File: src/rtl/flush_redirect_ctrl_pkg.sv
// Shared types and helpers for the flush/redirect controller.
// Holds the FSM encodings, the TLB-refill exception code and the redirect target selector.
package flush_redirect_ctrl_pkg;

  typedef enum logic [1:0] {
    FRC_IDLE  = 2'd0,
    FRC_DRAIN = 2'd1,
    FRC_REDIR = 2'd2
  } frc_state_e;

  localparam logic [5:0] ECODE_TLBR = 6'h3F;

  // Exception beats ertn, which beats refetch; refill exceptions use their own entry.
  function automatic logic [31:0] frc_target(
    input logic        ex,
    input logic [5:0]  ecode,
    input logic        ertn,
    input logic [31:0] pc,
    input logic [31:0] eentry,
    input logic [31:0] tlbrentry,
    input logic [31:0] era,
    input logic [31:0] ofs
  );
    if (ex) begin
      return (ecode == ECODE_TLBR) ? tlbrentry : eentry;
    end else if (ertn) begin
      return era;
    end else begin
      return pc + ofs;
    end
  endfunction

endpackage

File: src/rtl/flush_redirect_ctrl_if.sv
// IF-stage side of the flush/redirect controller: fetch bookkeeping, flush and redirect handshake.
// The master modport is the controller and the slave modport is the IF stage.
interface flush_redirect_ctrl_if;

  logic        if_req_fire;
  logic        if_resp_fire;
  logic        if_req_allow;
  logic        if_resp_discard;
  logic        flush;
  logic        redirect_valid;
  logic [31:0] redirect_pc;
  logic        redirect_ready;

  modport master (
    input  if_req_fire,
    input  if_resp_fire,
    input  redirect_ready,
    output if_req_allow,
    output if_resp_discard,
    output flush,
    output redirect_valid,
    output redirect_pc
  );

  modport slave (
    output if_req_fire,
    output if_resp_fire,
    output redirect_ready,
    input  if_req_allow,
    input  if_resp_discard,
    input  flush,
    input  redirect_valid,
    input  redirect_pc
  );

endinterface

File: src/rtl/flush_redirect_ctrl_fetch_outst_cnt.sv
// Saturating up/down counter of accepted-but-unanswered instruction fetches.
// A response with nothing outstanding is a protocol error and leaves the count at zero.
module fetch_outst_cnt #(
  parameter int W = 2
) (
  input  logic         clk,
  input  logic         resetn,
  input  logic         inc_i,
  input  logic         dec_i,
  output logic [W-1:0] cnt_d_o,
  output logic         full_o
);

  logic [W-1:0] cnt_q;
  logic [W-1:0] cnt_d;

  always_comb begin
    cnt_d = cnt_q;
    if (inc_i && !dec_i && cnt_q != {W{1'b1}}) begin
      cnt_d = cnt_q + W'(1);
    end else if (!inc_i && dec_i && cnt_q != '0) begin
      cnt_d = cnt_q - W'(1);
    end
  end

  always_ff @(posedge clk) begin
    if (!resetn) begin
      cnt_q <= '0;
    end else begin
      cnt_q <= cnt_d;
    end
  end

  assign cnt_d_o = cnt_d;
  assign full_o  = (cnt_q == {W{1'b1}});

endmodule

File: src/rtl/flush_redirect_ctrl.sv
// Pipeline flush and fetch-redirect controller: one flush per WB event, drain of flushed
// fetch responses, then a valid/ready redirect of the IF stage to the new PC.
module flush_redirect_ctrl
  import flush_redirect_ctrl_pkg::*;
#(
  parameter int          OUTST_W     = 2,
  parameter logic [31:0] REFETCH_OFS = 32'd4
) (
  input  logic                        clk,
  input  logic                        resetn,
  input  logic                        wb_ex_i,
  input  logic [5:0]                  wb_ecode_i,
  input  logic                        ertn_flush_i,
  input  logic                        wb_refetch_flush_i,
  input  logic [31:0]                 wb_pc_i,
  input  logic [31:0]                 csr_eentry_i,
  input  logic [31:0]                 csr_tlbrentry_i,
  input  logic [31:0]                 csr_era_i,
  flush_redirect_ctrl_if.master       fif
);

  frc_state_e          state_q;
  logic [OUTST_W-1:0]  discard_cnt_q;
  logic [OUTST_W-1:0]  outst_d;
  logic                outst_full;
  logic                redirect_valid_q;
  logic [31:0]         redirect_pc_q;
  logic [31:0]         redirect_pc_d;
  logic                ev;
  logic                flush;

  fetch_outst_cnt #(.W(OUTST_W)) u_outst (
    .clk     (clk),
    .resetn  (resetn),
    .inc_i   (fif.if_req_fire),
    .dec_i   (fif.if_resp_fire),
    .cnt_d_o (outst_d),
    .full_o  (outst_full)
  );

  assign ev            = wb_ex_i | ertn_flush_i | wb_refetch_flush_i;
  assign flush         = ev & (state_q == FRC_IDLE);
  assign redirect_pc_d = frc_target(wb_ex_i, wb_ecode_i, ertn_flush_i, wb_pc_i,
                                    csr_eentry_i, csr_tlbrentry_i, csr_era_i, REFETCH_OFS);

  // Events outside IDLE are ignored: the pipeline is already empty behind the flush.
  always_ff @(posedge clk) begin
    if (!resetn) begin
      state_q          <= FRC_IDLE;
      discard_cnt_q    <= '0;
      redirect_valid_q <= 1'b0;
      redirect_pc_q    <= '0;
    end else begin
      case (state_q)
        FRC_IDLE: begin
          if (ev) begin
            discard_cnt_q <= outst_d;
            redirect_pc_q <= redirect_pc_d;
            if (outst_d != '0) begin
              state_q <= FRC_DRAIN;
            end else begin
              state_q          <= FRC_REDIR;
              redirect_valid_q <= 1'b1;
            end
          end
        end
        FRC_DRAIN: begin
          if (fif.if_resp_fire) begin
            discard_cnt_q <= discard_cnt_q - OUTST_W'(1);
            if (discard_cnt_q == OUTST_W'(1)) begin
              state_q          <= FRC_REDIR;
              redirect_valid_q <= 1'b1;
            end
          end
        end
        FRC_REDIR: begin
          if (fif.redirect_ready) begin
            state_q          <= FRC_IDLE;
            redirect_valid_q <= 1'b0;
          end
        end
        default: begin
          state_q          <= FRC_IDLE;
          redirect_valid_q <= 1'b0;
        end
      endcase
    end
  end

  assign fif.flush           = flush;
  assign fif.if_req_allow    = (state_q == FRC_IDLE) & ~flush & ~outst_full;
  assign fif.if_resp_discard = fif.if_resp_fire & ((state_q == FRC_DRAIN) | flush);
  assign fif.redirect_valid  = redirect_valid_q;
  assign fif.redirect_pc     = redirect_pc_q;

endmodule

File: src/flat_wrapper.sv
// flat-port wrapper written by rule: the top's interface ports become plain ports
module flush_redirect_ctrl_flat import flush_redirect_ctrl_pkg::*;
#(
  parameter int          OUTST_W     = 2,
  parameter logic [31:0] REFETCH_OFS = 32'd4
)
  (clk, resetn, wb_ex_i, wb_ecode_i, ertn_flush_i, wb_refetch_flush_i, wb_pc_i, csr_eentry_i, csr_tlbrentry_i, csr_era_i, fif_if_req_fire, fif_if_resp_fire, fif_redirect_ready, fif_if_req_allow, fif_if_resp_discard, fif_flush, fif_redirect_valid, fif_redirect_pc);
  flush_redirect_ctrl_if fif_i ();
  input  logic clk;
  input  logic resetn;
  input  logic wb_ex_i;
  input  logic [5:0] wb_ecode_i;
  input  logic ertn_flush_i;
  input  logic wb_refetch_flush_i;
  input  logic [31:0] wb_pc_i;
  input  logic [31:0] csr_eentry_i;
  input  logic [31:0] csr_tlbrentry_i;
  input  logic [31:0] csr_era_i;
  input wire logic [$bits(fif_i.if_req_fire)-1:0] fif_if_req_fire;
  input wire logic [$bits(fif_i.if_resp_fire)-1:0] fif_if_resp_fire;
  input wire logic [$bits(fif_i.redirect_ready)-1:0] fif_redirect_ready;
  output wire logic [$bits(fif_i.if_req_allow)-1:0] fif_if_req_allow;
  output wire logic [$bits(fif_i.if_resp_discard)-1:0] fif_if_resp_discard;
  output wire logic [$bits(fif_i.flush)-1:0] fif_flush;
  output wire logic [$bits(fif_i.redirect_valid)-1:0] fif_redirect_valid;
  output wire logic [$bits(fif_i.redirect_pc)-1:0] fif_redirect_pc;
  assign fif_i.if_req_fire = fif_if_req_fire;
  assign fif_i.if_resp_fire = fif_if_resp_fire;
  assign fif_i.redirect_ready = fif_redirect_ready;
  assign fif_if_req_allow = fif_i.if_req_allow;
  assign fif_if_resp_discard = fif_i.if_resp_discard;
  assign fif_flush = fif_i.flush;
  assign fif_redirect_valid = fif_i.redirect_valid;
  assign fif_redirect_pc = fif_i.redirect_pc;
  flush_redirect_ctrl #(.OUTST_W(OUTST_W), .REFETCH_OFS(REFETCH_OFS)) u_core (.clk(clk), .resetn(resetn), .wb_ex_i(wb_ex_i), .wb_ecode_i(wb_ecode_i), .ertn_flush_i(ertn_flush_i), .wb_refetch_flush_i(wb_refetch_flush_i), .wb_pc_i(wb_pc_i), .csr_eentry_i(csr_eentry_i), .csr_tlbrentry_i(csr_tlbrentry_i), .csr_era_i(csr_era_i), .fif(fif_i));
endmodule
File: config.mk
export PLATFORM = sky130hd
export DESIGN_NAME = flush_redirect_ctrl_flat
export DESIGN_NICKNAME = d
export VERILOG_FILES = /design/src/rtl/flush_redirect_ctrl_pkg.sv /design/src/rtl/flush_redirect_ctrl_if.sv /design/src/rtl/flush_redirect_ctrl_fetch_outst_cnt.sv /design/src/rtl/flush_redirect_ctrl.sv /design/src/flat_wrapper.sv
export SDC_FILE = /design/constraint.sdc
export NUM_CORES = 1
export LEC_CHECK = 0
export ABC_AREA = 1
export CAP_MARGIN = 20
export CORE_ASPECT_RATIO = 0.5
export CORE_MARGIN = 4
export CORE_UTILIZATION = 59
export DETAILED_ROUTE_END_ITERATION = 12
export DONT_BUFFER_PORTS = 1
export PLACE_DENSITY = 0.81
export SYNTH_ARGS = -nofsm -noshare
export SYNTH_HDL_FRONTEND = slang
export SYNTH_HIERARCHICAL = 1
export SYNTH_SLANG_ARGS = --single-unit
File: constraint.sdc
create_clock -name clk -period 1.5 [get_ports clk]
set_input_delay 0.15 -clock clk [delete_from_list [all_inputs] [get_ports clk]]
set_output_delay 0.15 -clock clk [all_outputs]
set_load 0.05 [all_outputs]
==> results.yml, run 1 <==
cells_and_area:
  n_antenna_cell: 0
  final_area_sq_um: 4222
  area.growth.synth_to_final_pct: 21.02
  final_net_count: 807
  final_layout_size_suffix_gt1_share_pct: 16.16
synthesis:
  syn-instance-count: 628
  ys.warnings.count: 6
  synth_area_leaders: "dfxtp_1 22%, nor2_1 17%, nand2_1 15%"
  yosys_register_bits: 39
  synthesis.area_sq_um: 3488
  ys_types: 31
  synth_edf_count: 0
  synth.top_cells.by_count: "155 x nor2_1, 139 x nand2_1, 69 x o21ai_0, 53 x a21oi_1, 49 x nand3_1"
  synth.most_common_cell: "nor2_1"
  ys.flop_type: "dfxtp_1"
  synth_top_area_cell: "dfxtp_1"
  synth_top_area_share_pct: 22.38
  ys_seq_area_share_pct: 22.38
  synthesis.nets: 774
  syn_area_per_cell_sq_um: 5.555
  async_flop_share_pct: 0
pwr:
  p_per_area_nw_per_um2: 1719
  pwr-share-seq_pct: 24.0
  p_leak_nw: 1.903
  p_sw_mw: 3.486
  ir_drop_mv: 1.680
  switching_share_pct: 48.04
  clockPowerShare_pct: 16.7
  power.internal_mw: 3.772
  pwr-share-comb_pct: 59.3
global_routing:
  grt_use_met3_pct: 10.15
  antenna_found_initial: 0
  grt_pass1_wl_um: 18250
  grt-busiest-layer: "met2"
  gr-total-overflow: 0
  track_usage_pct: 31.35
  grt_pass1_vias: 3771
  grt_max_degree: 47
  use_met1_pct: 41.73
  grt_util_met2_pct: 49.79
setup_path:
  cp_common_cell: "nand2_1"
  critPathMaxStageDelay_ps: 380
  crit_path_max_fanout: 3
  start_kind: "register"
  crit_type: "reg2reg"
  arrival_ps: 1890
  cp_data_required_time_ps: 1710
  worst_setup_path_end_kind: "register"
  slowest_stage: "dfxtp_4"
  path_cells: "inv_2 -> ha_4 -> nor2_4 -> nand2_2 -> nand2_1 -> nand2_1 -> nand2_1 -> nand2_2 -> o21ai_2 -> nand4_1 -> a21oi_1"
routing:
  drt-initial-drc-count: 395
  firstDrtPassIters: 5
  wl_per_cell_um: 16.33
  drc_errors: 0
  drt-total-wl_um: 12000
  vias: 4293
  viasPerCell: 5.841
  drtAntennaViolNets: 0
place:
  dpl_cell_area_sq_um: 3850
  portBuffers: 0
  hpwlAfterDp_um: 8694
  gp_congestion: 0.9648
  pre_cts_ws_ps: -134.6
sta:
  rsz0062_at_grt: "true"
  fin_crit_ps: 1674
  fin_crit_sh_pct: 111.6
  timing.fmax_mhz: 597.3
  finalHoldViolCount: 0
  max_slew.worst_pin.slew_ps: 322.6
  final-setup-viol-count: 7
  slew_violations: 0
  skew_ps: 3.762
  slew_headroom_pct: 78.47
  worst_slack_ps: -174.2
hold_path:
  hold_class: "in2reg"
clocking:
  root_buffer: "clkbuf_16"
  worstSkewPairLatency_ps: 290
  h-tree-depth: 2
  path_clk_slew_ps: 60
  numClockSinks: 39
  cts_buffers: 5
  cts_buffer_depth: 2
  cts_tree: "yes"
die:
  core_area_sq_um: 5610
  row_count: 19
  start_util_pct: 62.18
  die_y_um: 62.37
  die_w_um: 116.7
  pin_count: 178
  die_area_sq_um: 7281
flow_run:
  drv_cap: 0
status:
  status: "finished, violations left"
  violations: "negative setup slack"
==> worst max-delay path, delay by kind of cell, from the launching register on <==
| kind | cells | cell delay, ps |
|---|---|---|
| flops | 1 | 380 |
| simple gates | 7 | 690 |
| buf+inv | 1 | 50 |
| fa+ha+maj | 1 | 150 |
| compound gates | 2 | 330 |
==> metal layers <==
metal / share of wire [%] / wire length, um / vias up
li1: - / - / 2075
met1: 41 / 4862 / 1930
met2: 46 / 5500 / 265
met3: 12 / 1440 / 23
met4: 1.7 / 200 / 0
met5: 0 / 0 / -
==> path summary, 6_finish.rpt <==
check | startpoint | to | slack (ps) | cells past startpoint
max | u_core/u_outst/cnt_q[1]$_SDFF_PN0_ | u_core/state_q[1]$_SDFFE_PN0P_ | -170 | 11
min | resetn | u_core/fif.redirect_pc[27]$_SDFFE_PN0P_ | 10 | 2
max reg2reg | u_core/u_outst/cnt_q[1]$_SDFF_PN0_ | u_core/state_q[1]$_SDFFE_PN0P_ | -170 | 11
min reg2reg | u_core/discard_cnt_q[0]$_SDFFE_PN0P_ | u_core/discard_cnt_q[0]$_SDFFE_PN0P_ | 480 | 2
==> sequential cells by signal, summed over array words and instances, names as in the netlist <==
name,count
u_core/discard_cnt_q,2
u_core/fif.redirect_pc,32
u_core/fif.redirect_valid,1
u_core/state_q,2
u_core/u_outst/cnt_q,2
==> logic make-up (layout without fill, tap and decap cells) <==
family,after synthesis,count (layout),share of synthesized area [%]
xor+xnor,6,6,1.506
compound gates,126,126,18.44
flops,39,39,22.38
buf+inv,79,113,10.08
simple gates,374,374,46.16
fa+ha+maj,4,4,1.435
==> repair_timing <==
item,4_1_cts,5_1_grt
pin swaps,11,6
hold buffers,2,1
gates cloned,1,0
hold endpoints to repair,3,1
buffers inserted,6,1
endpoints found under the setup margin,6,15
resized for setup,15,18
==> layout by cell type, fill, tap and decap left out, types with 3 or more instances in the layout <==
cell,n
nor2_1,151
nand2_1,136
o21ai_0,67
a21oi_1,53
nand3_1,46
buf_4,43
inv_1,43
dfxtp_1,35
nor2_4,9
nor2_2,8
buf_12,6
nand2_2,6
clkbuf_16,5
inv_2,4
nor3_4,3
nand3b_1,3
o21ai_1,3
nand3_2,3
xor2_1,3
dlygate4sd3_1,3
==> cell type report <==
class	instances	area [sq um]
Clock inverter	3	43.79
Tap cell	73	91.34
Fill cell	473	1389
Inverter	49	187.7
Clock buffer	5	125.1
Sequential cell	39	790.8
Timing Repair Buffer	56	543.0
Multi-Input combinational cell	510	2440
==> metrics by stage <==
stage	power (mW)	util (%)	instances	hold WS (ps)	TNS (ps)
3_5_place_dp	5.510	68.62	719	299.0	-337.9
5_1_grt	7.655	75.25	735	7.065	-1042
2_1_floorplan	4.458	-	628	281.5	0
6_report	7.258	75.25	735	10.28	-510.9
4_1_cts	7.104	74.24	736	2.057	-310.1
3_3_place_gp	5.445	68.62	719	291.1	-215.7
==> power by group through the flow <==
stage	clock network, mW	registers, mW	logic (mW)
finish	1.21	1.74	4.30
global route	1.29	1.78	4.58
CTS	1.23	1.71	4.16
detailed placement	0	1.71	3.80
global placement	0	1.70	3.74
floorplan	0	2.88	1.58
Power figures use the tool's default switching activity.
==> run 2: changes to the inputs <==
--- a/config.mk
+++ b/config.mk
@@ -10,6 +10,7 @@
 export CORE_ASPECT_RATIO = 0.5
 export CORE_MARGIN = 4
 export CORE_UTILIZATION = 59
+export CTS_CLUSTER_DIAMETER = 100
 export DETAILED_ROUTE_END_ITERATION = 12
 export DONT_BUFFER_PORTS = 1
 export PLACE_DENSITY = 0.81
==> results of run 2 <==
No change in the layout: final DEF, timing and power equal those of run 1.
==> run 3: changes to the inputs <==
--- a/config.mk
+++ b/config.mk
@@ -7,13 +7,13 @@
 export LEC_CHECK = 0
 export ABC_AREA = 1
 export CAP_MARGIN = 20
-export CORE_ASPECT_RATIO = 0.5
 export CORE_MARGIN = 4
-export CORE_UTILIZATION = 59
+export CORE_UTILIZATION = 60
+export CTS_BUF_LIST = sky130_fd_sc_hd__clkbuf_8
 export CTS_CLUSTER_DIAMETER = 100
 export DETAILED_ROUTE_END_ITERATION = 12
 export DONT_BUFFER_PORTS = 1
-export PLACE_DENSITY = 0.81
+export PLACE_DENSITY_LB_ADDON = 0.12
 export SYNTH_ARGS = -nofsm -noshare
 export SYNTH_HDL_FRONTEND = slang
 export SYNTH_HIERARCHICAL = 1
==> run 3 against run 2 <==
Compared with the run above: the run still ends with negative setup slack left; core utilization decreased by 0.83 points; sequential cell count stayed put; first-iteration DRC count fell by 18%; critical endpoint unchanged; largest power group unchanged; highest routed layer unchanged.
==> results.yml, run 3 (same netlist as run 1, synthesis figures left out) <==
routing:
  vias: 4308
  drt-total-wl_um: 12430
  viasPerCell: 5.837
  wl_per_cell_um: 16.84
  drtAntennaViolNets: 0
  firstDrtPassIters: 6
  drc_errors: 0
  drt-initial-drc-count: 323
die:
  die_area_sq_um: 7098
  row_count: 27
  start_util_pct: 62.58
  die_y_um: 84.25
  die_w_um: 84.25
  core_area_sq_um: 5574
  pin_count: 178
hold_path:
  hold_class: "in2reg"
global_routing:
  grt_max_degree: 53
  gr-total-overflow: 0
  grt_pass1_vias: 4100
  antenna_found_initial: 0
  track_usage_pct: 33.12
  grt_pass1_wl_um: 19220
setup_path:
  path_cells: "inv_2 -> ha_4 -> nor2_4 -> nand2_2 -> nand2_2 -> xor2_2 -> inv_2 -> o21ai_4 -> nand4_1 -> a21oi_1"
  cp_data_required_time_ps: 1720
  start_kind: "register"
  worst_setup_path_end_kind: "register"
  path_delay_family: "simple AND/OR/NAND/NOR gates"
  crit_type: "reg2reg"
  crit_path_max_fanout: 3
  arrival_ps: 1860
  slowest_stage: "dfxtp_2"
  critical_path_buf_inv_count: 2
  critPathMaxStageDelay_ps: 360
cells_and_area:
  n_antenna_cell: 0
  final_net_count: 811
  post-route-util_pct: 74.41
  nFillCells: 504
  mostFrequentLayoutCell: "nor2_1"
  largest_reg_flops: 32
  area.growth.synth_to_final_pct: 18.90
  fin_cells: 738
  final_layout_size_suffix_gt1_share_pct: 16.22
  final_cell_mix: "152 x nor2_1, 136 x nand2_1, 67 x o21ai_0"
pwr:
  p_per_area_nw_per_um2: 1621
  p_total_mw: 6.725
  ir_drop_mv: 1.024
  p_leak_nw: 1.884
sta:
  timing.fmax_mhz: 611.2
  skew_ps: 7.975
  slew_violations: 0
  worst_slack_ps: -136.0
  slew_headroom_pct: 32.82
  finalHoldViolCount: 0
  rsz0062_at_grt: "true"
  final-setup-viol-count: 6
  fin_setup_tns_ps: -495.5
  fin_crit_ps: 1636
  fin_crit_sh_pct: 109.1
  max_slew.worst_pin.slew_ps: 1008
clocking:
  cts_buffer_depth: 2
  h-tree-depth: 2
  worstSkewPairLatency_ps: 290
  path_clk_slew_ps: 80
  cts_tree: "yes"
  cts_buffers: 5
  root_buffer: "clkbuf_8"
  numClockSinks: 39
place:
  gp_congestion: 0.9246
  placedCellCount: 717
  hpwlAfterDp_um: 8924
  portBuffers: 0
  pre_cts_ws_ps: -171.2
status:
  status: "finished, violations left"
  violations: "negative setup slack"
flow_run:
  drv_cap: 0
run 3: changes by cell type in the layout (fill, tap and decap cells not counted), sizes merged:
cell and delta:
buf +3, bufbuf -1, clkinv -1, dlygate4sd3 +1, dlymetal6s4s +1, inv +1
run 3: cell type report:
class / instances / area, sq um / share of cell area (%)
Clock inverter: 3 / 43.79 / 1.056
Sequential cell: 39 / 784.5 / 18.91
Timing Repair Buffer: 60 / 544.3 / 13.12
Multi-Input combinational cell: 510 / 2430 / 58.58
Inverter: 49 / 186.4 / 4.495
Clock buffer: 5 / 68.82 / 1.659
Tap cell: 72 / 90.09 / 2.172
run 3: path summary, 6_finish.rpt:
kind	from	to	slack, ps	cells past startpoint
min reg2reg	u_core/discard_cnt_q[1]$_SDFFE_PN0P_	u_core/discard_cnt_q[1]$_SDFFE_PN0P_	480	2
max reg2reg	u_core/u_outst/cnt_q[1]$_SDFF_PN0_	u_core/state_q[1]$_SDFFE_PN0P_	-140	10
max	u_core/u_outst/cnt_q[1]$_SDFF_PN0_	u_core/state_q[1]$_SDFFE_PN0P_	-140	10
min	resetn	u_core/fif.redirect_pc[26]$_SDFFE_PN0P_	5	2
run 3: routing by layer:
metal | global-route usage (%) | vias to the layer above | share of wire (%)
li1 | - | 2085 | -
met5 | 0 | - | 0
met1 | 38.68 | 1932 | 37
met3 | 9.323 | 42 | 12
met2 | 56.74 | 249 | 48
met4 | 13.74 | 0 | 3.7
run 3: worst register-to-register path, delay by kind of cell, from the launching register on:
family,cells,cell delay [ps]
AO/OA/AOI/OAI,2,360
XOR/XNOR,1,180
adder cells (fa/ha/maj),1,160
buffers and inverters,2,130
flip-flops,1,360
AND/OR/NAND/NOR,4,400
run 3: timing repair:
item	CTS	global route
setup endpoints to repair	6	34
hold buffers	4	1
hold endpoints to repair	32	1
resized for setup	13	14
pin swaps	11	9
buffers inserted	9	0
run 3: per-stage QoR:
step | instance area (sq um) | hold slack (ps)
floorplan | 3491 | 281.5
global placement | 3829 | 284.4
detailed placement | 3829 | 287.5
CTS | 4095 | 0.6951
global route | 4148 | 20.35
finish | 4148 | 4.578
run 3: power by group:
part	switching [mW]	internal, mW
sequential	0.228	1.45
clock	0.406	0.496
combinational	2.79	1.35
